--- src/rtl/mips32_prog_loader_pkg.sv ---
// mips32_prog_loader_pkg: pipe_MIPS32 opcode/type constants and loader state encoding
package mips32_prog_loader_pkg;
  localparam int MEM_DEPTH_DEFAULT = 1024;
  localparam logic [5:0] ADD = 6'b000000, SUB = 6'b000001, AND = 6'b000010, OR = 6'b000011;
  localparam logic [5:0] SLT = 6'b000100, MUL = 6'b000101, HLT = 6'b111111, LW = 6'b001000;
  localparam logic [5:0] SW = 6'b001001, ADDI = 6'b001010, SUBI = 6'b001011, SLTI = 6'b001100;
  localparam logic [5:0] BNEQZ = 6'b001101, BEQZ = 6'b001110;
  localparam logic [2:0] RR_ALU = 3'b000, RM_ALU = 3'b001, LOAD = 3'b010;
  localparam logic [2:0] STORE = 3'b011, BRANCH = 3'b100, HALT = 3'b101;
  typedef enum logic [2:0] {LD_LEN_HI, LD_LEN_LO, LD_DATA, LD_CHK, LD_DONE, LD_ERR} ld_state_t;
endpackage

--- src/rtl/mips32_prog_loader_if.sv ---
// mips32_prog_loader_if: byte stream in, memory write port and load status out
interface mips32_prog_loader_if #(parameter int AW = 10);
  logic in_valid, in_ready, restart, mem_we, cpu_hold, load_done, load_err;
  logic [7:0] in_data;
  logic [AW-1:0] mem_addr;
  logic [31:0] mem_wdata;
  logic [15:0] words_loaded;
  modport master (output in_valid, in_data, restart,
                  input in_ready, mem_we, mem_addr, mem_wdata, cpu_hold, load_done, load_err, words_loaded);
  modport slave (input in_valid, in_data, restart,
                 output in_ready, mem_we, mem_addr, mem_wdata, cpu_hold, load_done, load_err, words_loaded);
endinterface

--- src/rtl/mips32_word_packer.sv ---
// mips32_word_packer: shifts in big-endian bytes, pulses word_valid the cycle after the 4th byte
module mips32_word_packer (
  input  logic        clk1,
  input  logic        rst_n,
  input  logic        clr,
  input  logic        byte_en,
  input  logic [7:0]  byte_in,
  output logic        word_valid,
  output logic [31:0] word,
  output logic [1:0]  byte_cnt
);
  // shift register and byte counter; word stays stable during the word_valid cycle
  always_ff @(posedge clk1)
    if (!rst_n || clr) begin
      byte_cnt <= 2'd0;
      word <= '0;
      word_valid <= 1'b0;
    end else begin
      word_valid <= byte_en && byte_cnt == 2'd3;
      if (byte_en) begin
        word <= {word[23:0], byte_in};
        byte_cnt <= byte_cnt + 2'd1;
      end
    end
endmodule

--- src/rtl/mips32_prog_loader.sv ---
// mips32_prog_loader: streams a length-prefixed image into core memory; LOADER_CHECKSUM_EN adds a trailing XOR byte
module mips32_prog_loader
  import mips32_prog_loader_pkg::*;
#(
  parameter int MEM_DEPTH = MEM_DEPTH_DEFAULT,
  parameter int BASE_ADDR = 0
) (
  input logic clk1,
  input logic rst_n,
  mips32_prog_loader_if.slave bus
);
  localparam int AW = $clog2(MEM_DEPTH);
`ifdef LOADER_CHECKSUM_EN
  localparam ld_state_t AFTER_DATA = LD_CHK;
  logic [7:0] csum;
`else
  localparam ld_state_t AFTER_DATA = LD_DONE;
`endif
  ld_state_t state, state_nx;
  logic up, xfer, fourth, last_word, word_valid, done_q, err_q, hold_q;
  logic [31:0] word;
  logic [1:0] byte_cnt;
  logic [7:0] len_hi;
  logic [15:0] len_in, n, cnt;
  logic [AW-1:0] waddr;
  assign len_in = {len_hi, bus.in_data};
  assign xfer = bus.in_valid && bus.in_ready && !bus.restart;
  assign fourth = xfer && state == LD_DATA && byte_cnt == 2'd3;
  assign last_word = fourth && cnt + 16'd1 == n;
  mips32_word_packer packer (
    .clk1(clk1), .rst_n(rst_n), .clr(bus.restart), .byte_en(xfer && state == LD_DATA),
    .byte_in(bus.in_data), .word_valid(word_valid), .word(word), .byte_cnt(byte_cnt)
  );
  // state register; up keeps in_ready low through the reset cycle
  always_ff @(posedge clk1)
    if (!rst_n) begin
      state <= LD_LEN_HI;
      up <= 1'b0;
    end else begin
      state <= state_nx;
      up <= 1'b1;
    end
  // next state: restart overrides any byte accepted in the same cycle
  always_comb begin
    state_nx = state;
    if (bus.restart) state_nx = LD_LEN_HI;
    else if (xfer)
      case (state)
        LD_LEN_HI: state_nx = LD_LEN_LO;
        LD_LEN_LO: state_nx = 32'(len_in) > MEM_DEPTH - BASE_ADDR ? LD_ERR : len_in == 16'd0 ? AFTER_DATA : LD_DATA;
        LD_DATA:   state_nx = last_word ? AFTER_DATA : LD_DATA;
`ifdef LOADER_CHECKSUM_EN
        LD_CHK:    state_nx = bus.in_data == csum ? LD_DONE : LD_ERR;
`endif
        default:   state_nx = state;
      endcase
  end
  // stream is accepted in every state except the two terminal ones
  always_comb begin
    bus.in_ready = up && state != LD_DONE && state != LD_ERR;
  end
  // length, word count, write address and running checksum
  always_ff @(posedge clk1)
    if (!rst_n || bus.restart) begin
      len_hi <= 8'd0;
      n <= 16'd0;
      cnt <= 16'd0;
      waddr <= AW'(BASE_ADDR);
`ifdef LOADER_CHECKSUM_EN
      csum <= 8'd0;
`endif
    end else begin
      if (xfer && state == LD_LEN_HI) len_hi <= bus.in_data;
      if (xfer && state == LD_LEN_LO) n <= len_in;
      if (fourth) cnt <= cnt + 16'd1;
      if (word_valid) waddr <= waddr + AW'(1);
`ifdef LOADER_CHECKSUM_EN
      if (xfer && state == LD_DATA) csum <= csum ^ bus.in_data;
`endif
    end
  // status flags follow the state one cycle later
  always_ff @(posedge clk1)
    if (!rst_n || bus.restart) begin
      done_q <= 1'b0;
      err_q <= 1'b0;
      hold_q <= 1'b1;
    end else begin
      done_q <= state == LD_DONE;
      err_q <= state == LD_ERR;
      hold_q <= state != LD_DONE;
    end
  assign bus.mem_we = word_valid;
  assign bus.mem_addr = waddr;
  assign bus.mem_wdata = word;
  assign bus.cpu_hold = hold_q;
  assign bus.load_done = done_q;
  assign bus.load_err = err_q;
  assign bus.words_loaded = cnt;
endmodule

--- src/flat_wrapper.sv ---
// flat-port wrapper written by rule: the top's interface ports become plain ports
module mips32_prog_loader_flat import mips32_prog_loader_pkg::*;
#(
  parameter int MEM_DEPTH = MEM_DEPTH_DEFAULT,
  parameter int BASE_ADDR = 0
)
  (clk1, rst_n, bus_in_valid, bus_in_data, bus_restart, bus_in_ready, bus_mem_we, bus_mem_addr, bus_mem_wdata, bus_cpu_hold, bus_load_done, bus_load_err, bus_words_loaded);
  mips32_prog_loader_if #(.AW(10)) bus_i ();
  input logic clk1;
  input logic rst_n;
  input wire logic [$bits(bus_i.in_valid)-1:0] bus_in_valid;
  input wire logic [$bits(bus_i.in_data)-1:0] bus_in_data;
  input wire logic [$bits(bus_i.restart)-1:0] bus_restart;
  output wire logic [$bits(bus_i.in_ready)-1:0] bus_in_ready;
  output wire logic [$bits(bus_i.mem_we)-1:0] bus_mem_we;
  output wire logic [$bits(bus_i.mem_addr)-1:0] bus_mem_addr;
  output wire logic [$bits(bus_i.mem_wdata)-1:0] bus_mem_wdata;
  output wire logic [$bits(bus_i.cpu_hold)-1:0] bus_cpu_hold;
  output wire logic [$bits(bus_i.load_done)-1:0] bus_load_done;
  output wire logic [$bits(bus_i.load_err)-1:0] bus_load_err;
  output wire logic [$bits(bus_i.words_loaded)-1:0] bus_words_loaded;
  assign bus_i.in_valid = bus_in_valid;
  assign bus_i.in_data = bus_in_data;
  assign bus_i.restart = bus_restart;
  assign bus_in_ready = bus_i.in_ready;
  assign bus_mem_we = bus_i.mem_we;
  assign bus_mem_addr = bus_i.mem_addr;
  assign bus_mem_wdata = bus_i.mem_wdata;
  assign bus_cpu_hold = bus_i.cpu_hold;
  assign bus_load_done = bus_i.load_done;
  assign bus_load_err = bus_i.load_err;
  assign bus_words_loaded = bus_i.words_loaded;
  mips32_prog_loader #(.MEM_DEPTH(MEM_DEPTH), .BASE_ADDR(BASE_ADDR)) u_core (.clk1(clk1), .rst_n(rst_n), .bus(bus_i));
endmodule
--- config.mk ---
export PLATFORM = sky130hd
export DESIGN_NAME = mips32_prog_loader_flat
export DESIGN_NICKNAME = d
export VERILOG_FILES = /design/src/rtl/mips32_prog_loader_pkg.sv /design/src/rtl/mips32_prog_loader_if.sv /design/src/rtl/mips32_word_packer.sv /design/src/rtl/mips32_prog_loader.sv /design/src/flat_wrapper.sv
export SDC_FILE = /design/constraint.sdc
export NUM_CORES = 1
export LEC_CHECK = 0
export BUFFER_PORTS_ARGS = -buffer_cell sky130_fd_sc_hd__buf_4
export CELL_PAD_IN_SITES_DETAIL_PLACEMENT = 1
export CELL_PAD_IN_SITES_GLOBAL_PLACEMENT = 2
export CORE_AREA = 3 3 132 134
export DETAILED_ROUTE_END_ITERATION = 16
export DIE_AREA = 0 0 135 137
export PLACE_DENSITY = 0.74
export SKIP_CTS_REPAIR_TIMING = 1
export SLEW_MARGIN = 25
export SYNTH_ARGS = -nofsm -noshare
export SYNTH_HDL_FRONTEND = slang
export SYNTH_SLANG_ARGS = --single-unit
--- constraint.sdc ---
create_clock -name clk1 -period 5.2 [get_ports clk1]
set_clock_uncertainty 0.2 [all_clocks]
set_input_delay 0.26 -clock clk1 [delete_from_list [all_inputs] [get_ports clk1]]
set_output_delay 0.26 -clock clk1 [all_outputs]
set_load 0.05 [all_outputs]
==> results of run 1 <==
## cells by family after synthesis
logic type      after synthesis  share of synthesized area
compound gates               92                      0.128
xor+xnor                     43                     0.0946
fa+ha+maj                     3                    0.00924
buf+inv                      34                     0.0404
flops                        92                      0.453
mux                           3                    0.00770
simple gates                235                      0.266
## sequential cells by signal (all words and copies together) (netlist names)
| register | flops |
|---|---|
| u_core.n | 16 |
| u_core.state | 3 |
| u_core.up | 1 |
| u_core.packer.word | 32 |
| u_core.packer.word_valid | 1 |
| u_core.bus.mem_addr | 10 |
| u_core.bus.words_loaded | 16 |
| u_core.bus.load_done | 1 |
| u_core.bus.cpu_hold | 1 |
| u_core.len_hi | 8 |
| u_core.bus.load_err | 1 |
| u_core.packer.byte_cnt | 2 |
## how the worst min path moves through the flow
stage	slack (ns)	cells past startpoint	end
6_report	0.002	3	u_core.n[0]$_SDFFE_PP0P_
3_3_place_gp	0.18	1	u_core.up$_DFF_P_
4_1_cts	-0.19	1	u_core.up$_DFF_P_
2_1_floorplan	0.09	0	u_core.up$_DFF_P_
5_1_grt	0.0004	3	u_core.packer.word[1]$_SDFFE_PP0P_
3_5_place_dp	0.18	1	u_core.up$_DFF_P_
## power by group through the flow
stage	combinational (mW)	sequential, mW	clock (mW)
CTS	0.0372	0.707	0.662
global placement	0.0363	0.723	0
finish	0.0402	0.707	0.637
global route	0.0443	0.707	0.691
detailed placement	0.0370	0.723	0
floorplan	0.0199	0.723	0
## synthesized netlist by cell type (3+ instances only)
master,instances,area share
nor2_1,36,0.033
nor3_1,7,0.0086
nand2b_1,3,0.0046
and3_1,3,0.0046
or3_1,3,0.0046
nand2_1,130,0.12
nor4_1,7,0.011
nand4_1,10,0.015
a21oi_1,65,0.080
and2_1,3,0.0046
xor2_1,17,0.037
nand3_1,16,0.020
xnor2_1,25,0.054
o21ai_0,11,0.014
inv_1,4,0.0037
ha_1,3,0.0092
clkbuf_1,21,0.019
dfxtp_1,92,0.45
## placed cells by master (no fill, tap or decap), drive strengths merged, types with 9 or more instances in the layout
master / n
xnor2: 26
nand3: 17
nor3: 9
nand4: 10
xor2: 17
inv: 9
o21ai: 13
clkbuf: 9
nand2: 131
nor2: 36
buf: 78
a21oi: 65
dfxtp: 92
## per-stage QoR
stage                     cell area, µm²  hold WS [ns]  cells
final                               5120       0.00244    793
after global routing                5120      0.000415    793
after CTS                           5060        -0.186    787
after detailed placement            4780         0.185    771
after global placement              4780         0.182    771
after floorplan                     4060        0.0877    502
## critical path, delay by kind of cell (launching register included)
family	cells	cell delay [ns]
simple gates	5	1.79
flops	1	0.36
compound gates	2	0.22
## layout make-up
| class | instances | share of cell area |
|---|---|---|
| multi-input combinational | 376 | 0.402 |
| inverter | 5 | 0.00366 |
| tap | 220 | 0.0537 |
| clock inverter | 7 | 0.0110 |
| sequential | 92 | 0.359 |
| timing repair buffer | 84 | 0.126 |
| clock buffer | 9 | 0.0439 |
## metal layers
layer	track usage	share of wire
met4	0.0414	0.014
met5	0	0
met3	0.0463	0.065
met1	0.169	0.46
met2	0.216	0.46
==> reports/results.tsv, run 1 <==
stage	metric	value	unit
yosys	FF+latch count, synth	92	
global_routing	first-pass GRT wire length	19700	µm
clock_tree	CTS tree	built	
power_and_ir_drop	clock power share	0.460	
global_routing	initial antenna violation count	0	
critical_path	slack of the worst reg-to-reg path	2.52	ns
timing	fin worst setup slack	2.52	ns
clock_tree	H-tree levels	3	
die	Die Y	137	µm
global_routing	largest net degree at the start of global routing	90	
detailed_routing	initial DRC count	202	
die	die area	18500	µm²
critical_path	Cell Chain, Critical Path	nor2_1 > and4_1 > nand4_1 > nor3_2 > o2111ai_1 > nor4_1 > o21ai_1	
power_and_ir_drop	Power per Cell Area	270	nW/µm²
timing	Slew Viols, Final	0	
final_layout	FF/Latch Area	1840	µm²
yosys	FFs w/ async S/R, synth	0	
timing	Tightest Pin Transition	1.01	ns
run_status	outcome	complete, no violations	
critical_path	Worst R2R Path Depth	7	
detailed_routing	vias post-DR	3726	
critical_path	worst r2r dst	u_core.state[1]$_SDFFE_PP0P_	
critical_path	Max stage delay on crit path	0.58	ns
critical_path	WP data required	5.24	ns
timing	Fin. Hold Viols	0	
yosys	Mapped Avg Cell Area	8.09	µm²
yosys	synthesized area	4060	µm²
power_and_ir_drop	switching share of power	0.240	
final_layout	layout overhead on the synthesized area	26.2	%
global_routing	GR Overflow Total	0	
global_routing	Global Route Usage Sum	0.134	
critical_path	Critical Path End	u_core.state[1]$_SDFFE_PP0P_	
timing	Slew headroom	0.319	
critical_path	CP Data Arrival Time	2.72	ns
placed_design	RD Place Congestion	0.803	
die	core area	16400	µm²
min_path	worst hold start	bus_in_data[0]	
critical_path	slowest CP cell	nor2_1	
critical_path	reg2reg start	u_core.state[2]$_SDFFE_PP0P_	
power_and_ir_drop	Leakage	1.77	nW
yosys	register area share after synthesis	0.453	
critical_path	CP endpoint kind	flip-flop	
clock_tree	clock root buffer	clkbuf_16	
timing	Finish-stage setup viols	0	
global_routing	vias in the first global route	3767	
power_and_ir_drop	Peak VDD IR	191	µV
critical_path	CP startpoint kind	flip-flop	
detailed_routing	antenna viol nets, final	0	
power_and_ir_drop	combinational share of power	0.029	
yosys	Mapped Cells	502	
placed_design	Port Buffers	74	
die	io pins	75	
final_layout	Final Core Density	0.312	
power_and_ir_drop	Design Power	1.38	mW
power_and_ir_drop	internal power	1.05	mW
placed_design	HPWL Detailed	8770	µm
timing	setup TNS	0	ns
timing	Final min period	2.68	ns
die	Initial Util	0.248	
final_layout	ant diodes	0	
final_layout	layout net count	583	
critical_path	crit path max fanout	12	
clock_tree	CTS sink cnt	92	
clock_tree	maximum buffer depth of the clock tree	2	
yosys	Yosys cell types	57	
power_and_ir_drop	Psw	333	µW
timing	FMAX	0.374	GHz
timing	unrepaired setup endpoints after global routing	false	
power_and_ir_drop	sequential share of power	0.511	
detailed_routing	DRC errors left	0	
final_layout	fill count	1968	
yosys	ys flop type	dfxtp_1	
critical_path	Setup crit start	u_core.state[2]$_SDFFE_PP0P_	
flow_run	max-cap violations	0	
timing	final period utilization	0.515	
clock_tree	clk_lat worst skew	0.35	ns
die	row count	47	
detailed_routing	Wirelength per Cell	15.4	µm
detailed_routing	DRT Wirelength	12200	µm
final_layout	layout cells sized above 1	0.194	
die	chip width	135	µm
yosys	syn nets	517	
yosys	Warnings, synthesis	0	
clock_tree	CTS buffer count	9	
detailed_routing	Pre-antenna DRT Iters	4	
yosys	EDFF count, synth	0	
min_path	Worst Hold Class	input pin to flip-flop	
detailed_routing	DR vias/cell	4.70	
placed_design	Setup Slack @ Placement	2.56	ns
clock_tree	Reg clk slew, reported paths	0.07	ns
final_layout	Multi-input gate area	2060	µm²
critical_path	CP Class	flip-flop to flip-flop	
Power figures use the tool's default switching activity.
==> run 2: changes to the inputs <==
--- a/config.mk
+++ b/config.mk
@@ -11,7 +11,7 @@
 export CORE_AREA = 3 3 132 134
 export DETAILED_ROUTE_END_ITERATION = 16
 export DIE_AREA = 0 0 135 137
-export PLACE_DENSITY = 0.74
+export PLACE_DENSITY = 0.77
 export SKIP_CTS_REPAIR_TIMING = 1
 export SLEW_MARGIN = 25
 export SYNTH_ARGS = -nofsm -noshare
==> constraint.sdc (replaced) <==
create_clock -name clk1 -period 2.4 [get_ports clk1]
set_clock_uncertainty 0.2 [all_clocks]
set_input_delay 0.12 -clock clk1 [delete_from_list [all_inputs] [get_ports clk1]]
set_output_delay 0.12 -clock clk1 [all_outputs]
set_load 0.05 [all_outputs]
==> reports/results.tsv, run 2 (same netlist as run 1, synthesis figures left out) <==
stage	metric	value	unit	change
timing	Slew headroom	0.601		+0.282
critical_path	Worst R2R Path Depth	8		+1
timing	Slew Viols, Final	0		unchanged
timing	Finish-stage setup viols	0		unchanged
final_layout	max FFs per register	32		unchanged
detailed_routing	DR vias/cell	4.59		-2.3%
global_routing	largest net degree at the start of global routing	90		unchanged
power_and_ir_drop	Leakage	1.89	nW	+6.8%
clock_tree	Reg clk slew, reported paths	0.07	ns	about the same
final_layout	register with the most flip-flops	u_core.packer.word		
critical_path	Worst path depth	8		+1
placed_design	Post-DP Area	4920	µm²	+3.0%
detailed_routing	DRT Wirelength	12200	µm	-0.57%
timing	hold_ws	0.0576	ns	+0.0552 ns
die	Initial Util	0.248		unchanged
critical_path	CP Class	flip-flop to flip-flop		
power_and_ir_drop	Power per Cell Area	575	nW/µm²	+110%
detailed_routing	antenna viol nets, final	0		unchanged
run_status	outcome	complete, no violations		
global_routing	initial antenna violation count	0		unchanged
timing	Final min period	2.28	ns	-0.392 ns
flow_run	max-cap violations	0		unchanged
global_routing	Global Route Usage Sum	0.135		+0.00108
placed_design	RD Place Congestion	0.827		+3.0%
timing	FMAX	0.438	GHz	+17%
timing	Fin. Hold Viols	0		unchanged
placed_design	placed cells	786		+1.9%
critical_path	CP startpoint kind	flip-flop		
die	core area	16400	µm²	unchanged
detailed_routing	Pre-antenna DRT Iters	4		unchanged
critical_path	crit path max fanout	8		-4
critical_path	CP endpoint kind	flip-flop		
global_routing	vias in the first global route	3794		+0.72%
power_and_ir_drop	Peak VDD IR	304	µV	+59%
min_path	Worst Hold Class	input pin to flip-flop		
clock_tree	clock root buffer	clkbuf_16		
placed_design	HPWL Detailed	8970	µm	+2.2%
die	Die Y	137	µm	unchanged
timing	fin worst setup slack	0.116	ns	-2.41 ns
final_layout	ant diodes	0		unchanged
clock_tree	maximum buffer depth of the clock tree	2		unchanged
final_layout	Finished Cell Area	5360	µm²	+4.5%
final_layout	layout net count	603		+3.4%
critical_path	slowest CP cell	or4_4		
final_layout	Final Core Density	0.327		+0.0142
clock_tree	H-tree levels	3		unchanged
global_routing	first-pass GRT wire length	19800	µm	+0.98%
die	chip width	135	µm	unchanged
final_layout	commonest non-fill, non-tap cell in the layout	nand2_1		
final_layout	layout overhead on the synthesized area	31.9	%	
timing	final period utilization	0.952		+0.437
clock_tree	CTS buffer count	9		unchanged
power_and_ir_drop	Design Power	3.08	mW	+120%
placed_design	Setup Slack @ Placement	0.0659	ns	-2.50 ns
detailed_routing	initial DRC count	187		-7.4%
placed_design	Port Buffers	74		unchanged
clock_tree	CTS tree	built		
final_layout	fin cells	813		+2.5%
die	row count	47		unchanged
global_routing	GR Overflow Total	0		unchanged
detailed_routing	DRC errors left	0		unchanged
final_layout	layout cells sized above 1	0.236		+0.0424
critical_path	cell family contributing the most delay on the critical path	compound AO/OA/AOI/OAI gates		
min_path	WHS Path Cells	5		+2
critical_path	WP data required	2.47	ns	-2.77 ns
critical_path	Max stage delay on crit path	0.49	ns	-0.09 ns
critical_path	CP Data Arrival Time	2.35	ns	-0.37 ns
critical_path	Cell Chain, Critical Path	ha_4 > buf_4 > xnor2_1 > o32ai_1 > a32o_1 > a21oi_1 > or4_4 > o31ai_2		
die	die area	18500	µm²	unchanged
detailed_routing	vias post-DR	3733		+0.19%
timing	setup TNS	0	ns	unchanged
timing	Tightest Pin Transition	0.598	ns	-0.415 ns
die	io pins	75		unchanged
detailed_routing	Wirelength per Cell	15.0	µm	-3.0%
final_layout	commonest non-fill, non-tap cells in the layout	130 x nand2_1, 93 x buf_4, 81 x dfxtp_1		
clock_tree	CTS sink cnt	92		unchanged
critical_path	crit path buf inv count	1		+1
clock_tree	clk_lat worst skew	0.35	ns	about the same
## run 2: cell types whose count changed in the layout (fill, tap and decap cells not counted), moves of 2 or more
cell           delta
dlygate4sd3_1     +4
dfxtp_2          +10
buf_4            +15
clkinv_8          +2
clkinv_2          -2
dfxtp_1          -11
## run 2: path summary, 6_finish.rpt
kind | slack (ns) | from | end
setup / recovery | 0.12 | u_core.bus.words_loaded[0]$_SDFFE_PP0P_ | u_core.state[2]$_SDFFE_PP0P_
hold / removal | 0.06 | bus_in_valid | u_core.state[1]$_SDFFE_PP0P_
setup reg to reg | 0.12 | u_core.bus.words_loaded[0]$_SDFFE_PP0P_ | u_core.state[2]$_SDFFE_PP0P_
hold reg to reg | 0.26 | u_core.packer.word[27]$_SDFFE_PP0P_ | u_core.packer.word[27]$_SDFFE_PP0P_
## run 2: power breakdown
part           leakage [nW]  switching [mW]  internal (mW)
registers             0.747         0.00289           1.53
clock network         0.150           0.710          0.745
logic                 0.996          0.0593         0.0376
## run 2: metal layers
metal | global-route usage | up-vias | routed length (µm)
li1 | - | 1862 | -
met3 | 0.0445 | 15 | 629
met1 | 0.167 | 1782 | 5590
met4 | 0.0414 | 0 | 200
met5 | 0 | - | 0
met2 | 0.225 | 74 | 5760
## run 2: cell type report
type	instances	area [µm²]
inverter	5	18.8
clock buffer	9	225
fill	1965	11000
multi-input combinational	376	2080
timing repair buffer	104	818
sequential	92	1860
tap	220	275
clock inverter	7	81.3
## run 2: tightest hold or removal path: stages
cell and delay [ns]:
buf_4 0.11, nand2_1 0.13, nor3_1 0.07, nand3_1 0.07, o21ai_1 0.05
==> run 3: changes to the inputs <==
--- a/config.mk
+++ b/config.mk
@@ -11,6 +11,7 @@
 export CORE_AREA = 3 3 132 134
 export DETAILED_ROUTE_END_ITERATION = 16
 export DIE_AREA = 0 0 135 137
+export GPL_TIMING_DRIVEN = 0
 export PLACE_DENSITY = 0.77
 export SKIP_CTS_REPAIR_TIMING = 1
 export SLEW_MARGIN = 25
==> reports/results.tsv, run 3 (same netlist as run 1, synthesis figures left out) <==
stage	metric	value	unit	change
critical_path	most frequent CP cell	buf_6		
die	Initial Util	0.248		unchanged
timing	Slew Viols, Final	0		unchanged
critical_path	CP Data Arrival Time	2.41	ns	+0.06 ns
final_layout	layout net count	618		+2.5%
timing	final period utilization	0.977		+0.0258
placed_design	RD Place Congestion	0.778		-5.9%
global_routing	initial antenna violation count	0		unchanged
clock_tree	maximum buffer depth of the clock tree	2		unchanged
critical_path	crit path buf inv count	2		+1
clock_tree	CTS buffer count	9		unchanged
global_routing	Global Route Usage Sum	0.137		+0.00221
critical_path	CP endpoint kind	flip-flop		
critical_path	Worst path depth	9		+1
timing	FMAX	0.426	GHz	-2.6%
global_routing	GR Overflow Total	0		unchanged
clock_tree	Reg clk slew, reported paths	0.07	ns	about the same
min_path	Worst Hold Class	input pin to flip-flop		
die	row count	47		unchanged
die	die area	18500	µm²	unchanged
global_routing	first-pass GRT wire length	20100	µm	+1.3%
global_routing	met3 track demand over resource	0.0500		+0.00551
placed_design	Port Buffers	74		unchanged
global_routing	most used routing layer	met2		
critical_path	crit path max fanout	7		-1
clock_tree	clk_lat worst skew	0.35	ns	about the same
critical_path	cell family contributing the most delay on the critical path	simple AND/OR/NAND/NOR gates		
power_and_ir_drop	Peak VDD IR	338	µV	+11%
critical_path	slowest CP cell	or4_4		
critical_path	WP data required	2.46	ns	about the same
detailed_routing	vias post-DR	3799		+1.8%
placed_design	Setup Slack @ Placement	-0.276	ns	-0.342 ns
timing	Tightest Pin Transition	0.750	ns	+0.151 ns
timing	Final min period	2.35	ns	+0.0620 ns
detailed_routing	DRT Wirelength	12700	µm	+4.2%
detailed_routing	Pre-antenna DRT Iters	4		unchanged
final_layout	commonest non-fill, non-tap cells in the layout	129 x nand2_1, 82 x buf_4, 80 x dfxtp_1		
run_status	outcome	complete, no violations		
critical_path	Cell Chain, Critical Path	buf_6 > and4_4 > and2_4 > buf_6 > nand3_1 > xor2_1 > a21oi_2 > or4_4 > o31ai_4		
final_layout	layout cells sized above 1	0.234		-0.00215
final_layout	ant diodes	0		unchanged
critical_path	CP Class	flip-flop to flip-flop		
die	core area	16400	µm²	unchanged
clock_tree	CTS sink cnt	92		unchanged
timing	Slew headroom	0.496		-0.105
global_routing	met1 GRT Util	0.178		+0.0112
final_layout	max FFs per register	32		unchanged
power_and_ir_drop	Leakage	1.93	nW	+1.8%
global_routing	largest net degree at the start of global routing	15		-83%
global_routing	met2 Use GR	0.221		-0.00417
final_layout	register with the most flip-flops	u_core.packer.word		
timing	Fin. Hold Viols	0		unchanged
detailed_routing	initial DRC count	167		-11%
final_layout	layout overhead on the synthesized area	35.5	%	
detailed_routing	DRC errors left	0		unchanged
clock_tree	CTS tree	built		
critical_path	Max stage delay on crit path	0.53	ns	+0.04 ns
clock_tree	H-tree levels	3		unchanged
timing	hold_ws	0.0721	ns	+0.0145 ns
timing	Finish-stage setup viols	0		unchanged
die	io pins	75		unchanged
critical_path	Worst R2R Path Depth	9		+1
detailed_routing	DR vias/cell	4.59		about the same
critical_path	CP startpoint kind	flip-flop		
timing	fin worst setup slack	0.0541	ns	-0.0620 ns
power_and_ir_drop	Power per Cell Area	580	nW/µm²	+0.92%
die	Die Y	137	µm	unchanged
placed_design	HPWL Detailed	9440	µm	+5.2%
clock_tree	clock root buffer	clkbuf_16		
final_layout	commonest non-fill, non-tap cell in the layout	nand2_1		
detailed_routing	antenna viol nets, final	0		unchanged
min_path	WHS Path Cells	5		unchanged
flow_run	max-cap violations	0		unchanged
detailed_routing	Wirelength per Cell	15.3	µm	+2.4%
global_routing	vias in the first global route	3824		+0.79%
die	chip width	135	µm	unchanged
[run 3: final timing paths]
check | start | to | slack (ns)
min reg2reg | u_core.packer.word[29]$_SDFFE_PP0P_ | u_core.packer.word[29]$_SDFFE_PP0P_ | 0.25
max | u_core.bus.words_loaded[2]$_SDFFE_PP0P_ | u_core.state[2]$_SDFFE_PP0P_ | 0.05
min | bus_in_valid | u_core.state[1]$_SDFFE_PP0P_ | 0.07
max reg2reg | u_core.bus.words_loaded[2]$_SDFFE_PP0P_ | u_core.state[2]$_SDFFE_PP0P_ | 0.05
[run 3: layout make-up]
type / instances / area, µm²
clock buffers: 12 / 256
repair buffers: 94 / 738
flip-flops and latches: 92 / 1860
plain buffers: 25 / 134
multi-input cells: 376 / 2150
clock inverters: 3 / 68.8
well taps: 220 / 275
fillers: 1941 / 10900
inverters: 5 / 18.8
[run 3: power breakdown]
| group | switching (mW) | internal, mW | leakage [nW] |
|---|---|---|---|
| registers | 0.00308 | 1.53 | 0.748 |
| clock network | 0.589 | 0.968 | 0.159 |
| logic | 0.0651 | 0.0393 | 1.02 |
[run 3: per-stage QoR]
stage / TNS (ns) / instances / power, mW / area (µm²) / utilization
global route: -0.0646 / 827 / 3.33 / 5500 / 0.335
CTS: -2.22 / 811 / 3.23 / 5240 / 0.320
floorplan: 0 / 502 / 1.61 / 4080 / -
global placement: -1.06 / 796 / 1.65 / 4910 / 0.299
finish: 0 / 827 / 3.19 / 5500 / 0.335
detailed placement: -1.98 / 796 / 1.65 / 4920 / 0.300
[run 3: worst min-delay path: stages]
cell	delay, ns
buf_4	0.12
nand2_1	0.14
nor3_1	0.08
nand3_1	0.07
o21ai_1	0.05
[run 3: per-layer routing]
| metal | wire (µm) | share of wire | up-vias |
|---|---|---|---|
| li1 | - | - | 1898 |
| met1 | 5920 | 0.47 | 1820 |
| met2 | 5950 | 0.47 | 74 |
| met3 | 733 | 0.058 | 7 |
| met4 | 89 | 0.0070 | 0 |
| met5 | 0 | 0 | - |
